### src/rtl/sorted_frame_serializer.sv
// sorted_frame_serializer: captures a 2*n-element ascending-sorted frame from
// the merger and streams it out one element per cycle over valid/ready.
// Optional build macro: SERIALIZER_SKIP_ZERO_EN -- skip leading zero (empty)
// elements; an all-zero frame goes straight to DONE.
module sorted_frame_serializer #(
  parameter int WIDTH = 3,
  parameter int n     = 16,
  parameter int IDXW  = 6
) (
  input  logic                   clk,
  input  logic                   rst,
  input  logic                   cap,
  input  logic [2*n*WIDTH-1:0]   inc,
  output logic                   busy,
  output logic [WIDTH-1:0]       out_data,
  output logic                   out_valid,
  input  logic                   out_ready,
  output logic [IDXW-1:0]        out_idx,
  output logic                   out_last,
  output logic                   done
);

  localparam int              NEL      = 2 * n;
  localparam logic [IDXW-1:0] LAST_IDX = IDXW'(NEL - 1);

  typedef enum logic [1:0] {S_IDLE, S_STREAM, S_DONE} state_t;

  state_t                       state_q, state_d;
  logic [IDXW-1:0]              idx_q, idx_d;
  logic [NEL-1:0][WIDTH-1:0]    buf_q, buf_d;
  logic [NEL-1:0][WIDTH-1:0]    inc_v;
  logic [IDXW-1:0]              start_idx;
  logic                         all_zero;

  assign inc_v = inc;

`ifdef SERIALIZER_SKIP_ZERO_EN
  // Count leading zero (empty-slot) elements of the incoming frame
  always_comb begin
    start_idx = '0;
    all_zero  = 1'b1;
    for (int k = 0; k < NEL; k++) begin
      if (all_zero && (inc_v[k] != '0)) begin
        start_idx = IDXW'(k);
        all_zero  = 1'b0;
      end
    end
  end
`else
  assign start_idx = '0;
  assign all_zero  = 1'b0;
`endif

  // State, index and frame buffer registers with synchronous active-low reset
  always_ff @(posedge clk) begin
    if (!rst) begin
      state_q <= S_IDLE;
      idx_q   <= '0;
      buf_q   <= '0;
    end else begin
      state_q <= state_d;
      idx_q   <= idx_d;
      buf_q   <= buf_d;
    end
  end

  // Next-state logic: capture in IDLE, advance on transfers, one-cycle DONE
  always_comb begin
    state_d = state_q;
    idx_d   = idx_q;
    buf_d   = buf_q;
    unique case (state_q)
      S_IDLE: begin
        if (cap) begin
          buf_d   = inc_v;
          idx_d   = start_idx;
          state_d = all_zero ? S_DONE : S_STREAM;
        end
      end
      S_STREAM: begin
        if (out_ready) begin
          if (idx_q == LAST_IDX) state_d = S_DONE;
          else                   idx_d   = idx_q + 1'b1;
        end
      end
      S_DONE:  state_d = S_IDLE;
      default: state_d = S_IDLE;
    endcase
  end

  // Outputs depend only on registered state, never on out_ready
  always_comb begin
    busy      = (state_q != S_IDLE);
    out_valid = (state_q == S_STREAM);
    done      = (state_q == S_DONE);
    out_last  = (state_q == S_STREAM) && (idx_q == LAST_IDX);
    out_idx   = idx_q;
    out_data  = '0;
    for (int k = 0; k < NEL; k++) begin
      if (idx_q == IDXW'(k)) out_data = buf_q[k];
    end
  end

endmodule

### config.mk
export PLATFORM = sky130hd
export DESIGN_NAME = sorted_frame_serializer
export DESIGN_NICKNAME = d
export VERILOG_FILES = /design/src/rtl/sorted_frame_serializer.sv
export SDC_FILE = /design/constraint.sdc
export NUM_CORES = 1
export LEC_CHECK = 0
export ABC_AREA = 0
export CAP_MARGIN = 20
export CORE_MARGIN = 2
export CORE_UTILIZATION = 48
export DETAILED_ROUTE_END_ITERATION = 6
export HOLD_SLACK_MARGIN = 0.02
export PLACE_DENSITY = 0.74
export SYNTH_ARGS = -nofsm -noshare
export SYNTH_HDL_FRONTEND = slang
export SYNTH_SLANG_ARGS = --single-unit
### constraint.sdc
create_clock -name clk -period 5.63 [get_ports clk]
set_input_delay 0.563 -clock clk [delete_from_list [all_inputs] [get_ports clk]]
set_output_delay 0.563 -clock clk [all_outputs]
set_load 0.01 [all_outputs]
== Yosys cells after proc, flatten, opt, wreduce, memory -nomap -nowiden ==
Cells that the tools add are included.
Operators by class
  multiplexer cells: 40
  reduce and logical (&&, ||, !) cells: 8
  add/sub/neg operators: 1
  eq/ne operators: 37
Operators with widths (count)
  6-bit by 5-bit == test with 1-bit output, second input constant: 16
  3-bit two-way mux: 32
  6-bit by 4-bit == test with 1-bit output, second input constant: 8
  6-bit by 3-bit == test with 1-bit output, second input constant: 4
  6-bit two-way mux: 3
  6-bit by 2-bit == test with 1-bit output, second input constant: 2
  6-bit case mux with 2 select lines: 1
  6-bit by 1-bit adder with 6-bit output, second input constant: 1
  6-bit by 1-bit == test with 1-bit output, second input constant: 1
  6-bit logical NOT: 1
  2-bit two-way mux: 3
  2-bit by 1-bit inequality test with 1-bit output, second input constant: 2
  2-bit inequality test, second input constant: 2
  2-bit case mux with 2 select lines: 1
  4-bit AND reduction: 1
  2-bit nonzero test: 2
  3-bit AND reduction: 1
  2-bit by 1-bit == test with 1-bit output, second input constant: 1
  2-bit == test, second input constant: 1
  2-bit logical NOT: 1
  2-bit AND reduction: 1
  1-bit logical AND: 1
Storage, ports and cells
  output and inout bits: 13
  word-level logic and storage cells: 120
  register bits after elaboration: 104
  input bits: 100

== Logic depth before layout (Yosys ltp) ==
  word-level depth: 33
  gate-level depth with buffers: 11
  mapped depth without buffers: 8

== Worst setup path before layout ==
Ideal clock, no wire load.
  path kind: reg2out
  start point: reg idx_q[0], in the netlist out_idx[0]
  end point: out out_data[0]
  cell stages (with the launch flop): 10
  path buffers: 1
  slack: 3.050 ns
  required time: 5.067 ns
  data arrival time: 2.017 ns
  cells stage by stage: dfxtp_1 inv_1 ha_1 buf_2 nor2_1 o211ai_1 o211ai_1 o221ai_2 a2111oi_1 o31ai_1
Between the ends
  word-level cells in the longest chain between the ends: 33
  elaborated cells between the ends (all ways): 64
  those cells by class: eq/ne: 31; mux: 32; reduce/logical: 1
RTL lines
  start: declaration: RTL line 29  | logic [IDXW-1:0] idx_q, idx_d;
  start signal: assignment: RTL line 62  | idx_q <= idx_d;
  6-bit logical NOT: RTL line 100  | if (idx_q == IDXW'(k)) out_data = buf_q[k];
  3-bit two-way mux (31 in series): RTL line 100
  3-bit two-way mux *: RTL line 100
  end: declaration: RTL line 15  | output logic [WIDTH-1:0] out_data,
Every way passes the cells marked *; elsewhere a longest branch is shown, timed or not.

== Final worst setup path ==
Ends and elaborated chain as after synthesis.

==> results.cfg <==
[synth]
ys_seq_area_share_pct = 38.8
synth_commonest_cells = nand2_1, dfxtp_1, a21boi_0, clkbuf_1, a21oi_1
syn_nets = 812
async_flop_share_pct = 0
yosysMostFrequentCell = nand2_1
synth_seq_cells = 104
postSynthAreaPerCell_um2 = 7.58
synth_warnings = 0
synthCells = 708
synthTopCellsByArea = dfxtp_1, nand2_1, a21boi_0
synth_top_area_share_pct = 38.8
synth_area_leader_cell = dfxtp_1
synth_cell_types = 66
synth_area_um2 = 5370
ys.flop_type = dfxtp_1
synth_edf_count = 0

[timing]
fmaxAchievable_ghz = 0.224
fin_crit_ns = 4.47
setup_tns_ns = 0
skew_ns = 0.00584
setup_viol_count_final = 0
fin_ws_ns = 1.16
slew_viol_final = 0
slew_headroom_pct = 37.8
fin_crit_sh_pct = 79.4
hold_violations = 0
finalHoldWorstSlack_ns = 0.471
rsz0062_at_grt = false
worst_pin_slew_ns = 0.934

[placement]
place_hpwl_um = 10700
port_buffers = 112
place_area_um2 = 6470
dp_slack_ns = 1.69
finalWeightedCongestion = 0.878
dp_cells = 909

[setup_path]
crit_path_max_fanout = 20
cp-end-kind = output pin
crit_arrival_ns = 3.91
cp-start-kind = flop
slowest_stage = ha_1
crit_top_cell = inv_1
critPathBufInv = 3
worstSetupStartpoint = out_idx[0]$_SDFFE_PN0P_
crit-reg2reg-launch = out_idx[0]$_SDFFE_PN0P_
critPathTopFamily = compound AO/OA/AOI/OAI gates
crit_chain = inv_1 -> ha_1 -> inv_1 -> o211a_1 -> o32ai_2 -> o221ai_2 -> a2111oi_1 -> o31ai_1 -> clkdlybuf4s50_1
critPathKind = reg -> out
worstPathRequired_ns = 5.07
cp_slowest_stage_delay_ns = 0.66

[power_and_ir_drop]
p_leak_nw = 2.37
p_int_mw = 1.13
power_density_nw_per_um2 = 232
power.share.clock_pct = 32.1
power_mw = 1.55
p_comb_share_pct = 15.5
switching_share_pct = 27.1
seq_power_share_pct = 52.4
peakVddDrop_uv = 222
p_sw_mw = 0.420

[global_route]
antenna_found_initial = 0
first_global_vias = 4895
grt_pass1_wl_um = 24400
grt_max_degree = 102
grt.total_usage_pct = 26.2
gr-total-overflow = 0

[clock_network]
postCtsSetupBuffers = 0
ctsHoldBuffers = 0
numClockSinks = 104
clk_pin_slew_ns = 0.10
clockBufferDepth = 2
cts_tree = done
numCtsBuffers = 9
clock_latency_ns = 0.39
post_cts_resized = 0
clock-root-buffer = clkbuf_8
htreeDepth = 3

[floorplanning]
start_util_pct = 49.3
rows = 38
die_w_um = 110
fp.dieArea_um2 = 12000
die_y_um = 110
core-area_um2 = 10900
ios = 113

[final_layout]
instances_no_fill = 925
area_growth_pct = 24.5
diodes = 0
layout.nets = 884
post-route-util_pct = 61.4
fillers = 1028
drive_gt1_share_pct = 5.35
final_cell_area_um2 = 6680

[routing]
drc = 0
drt_iter0_drc = 343
ant_nets = 0
wirelength_um = 15000
drt_first_pass_iters = 5
wl_per_cell_um = 16.2
vias = 5127
vias_per_cell = 5.54

[hold_path]
hp-start = buf_q[76]$_SDFFE_PN0P_
hold_path_class = reg -> reg

[run]
cap_violations = 0

[run_status]
outcome = finished, final reports clean
[tightest hold or removal path: cells and delay by family, from the launching register on]
kind / cells / cell delay [ns]
simple gates: 1 / 0.05
flops: 1 / 0.32
compound gates: 1 / 0.06
[flip-flops by register name, indices dropped and copies added, names as in the netlist]
name     cells
state_q      2
buf_q       96
out_idx      6
[final cells by class]
| class | count | area (um2) | share of cell area, % |
|---|---|---|---|
| clock buffers | 10 | 138 | 2.06 |
| clock inverters | 6 | 75.1 | 1.12 |
| inverters | 14 | 52.6 | 0.786 |
| multi-input cells | 530 | 2980 | 44.5 |
| flip-flops and latches | 104 | 2080 | 31.2 |
| well taps | 140 | 175 | 2.62 |
| repair buffers | 121 | 1180 | 17.7 |
[power by group through the flow]
stage / Clock, mW / Combinational, mW / Sequential [mW]
after floorplan: 0 / 0.135 / 0.815
after global placement: 0 / 0.235 / 0.828
after global routing: 0.538 / 0.268 / 0.816
final: 0.496 / 0.240 / 0.811
after CTS: 0.507 / 0.242 / 0.812
after detailed placement: 0 / 0.241 / 0.829
[metal layers]
| metal | vias up | part of all wire, % | GRT usage, % |
|---|---|---|---|
| met3 | 27 | 5.5 | 5.99 |
| met1 | 2384 | 45 | 34.2 |
| met2 | 147 | 47 | 42.0 |
| met4 | 0 | 2.7 | 10.4 |
| met5 | - | 0 | 0 |
| li1 | 2569 | - | - |
[cell families after synthesis]
group                      count (synthesis)  synth area share (%)
buffers and inverters                     74                  5.83
AOI/OAI and AO/OA                        217                  29.8
adders and majority gates                  4                 0.932
DFF                                      104                  38.8
xor gates and xnor gates                   4                 0.653
and+or+nand+nor                          304                  23.8
muxes                                      1                 0.186
[path summary, 6_finish.rpt]
check / endpoint / slack [ns] / depth (start not counted)
hold / removal: buf_q[76]$_SDFFE_PN0P_ / 0.47 / 2
setup reg to reg: out_idx[5]$_SDFFE_PN0P_ / 3.38 / 7
hold reg to reg: buf_q[76]$_SDFFE_PN0P_ / 0.47 / 2
setup / recovery: out_data[0] / 1.16 / 9
[cell usage in the layout (no fill, tap or decap), types with 6 or more instances in the layout]
cell type	synthesis	layout
a21boi_0	96	96
a21oi_1	24	24
a31oi_1	10	10
and2_1	7	6
buf_4	2	9
clkbuf_8	0	10
clkdlybuf4s50_1	0	111
dfxtp_1	104	104
inv_1	13	13
nand2_1	234	233
nand3_1	8	8
nand4_1	7	7
nor2_1	20	20
o21a_1	7	7
o21ai_0	22	22
Power figures use the tool's default switching activity.
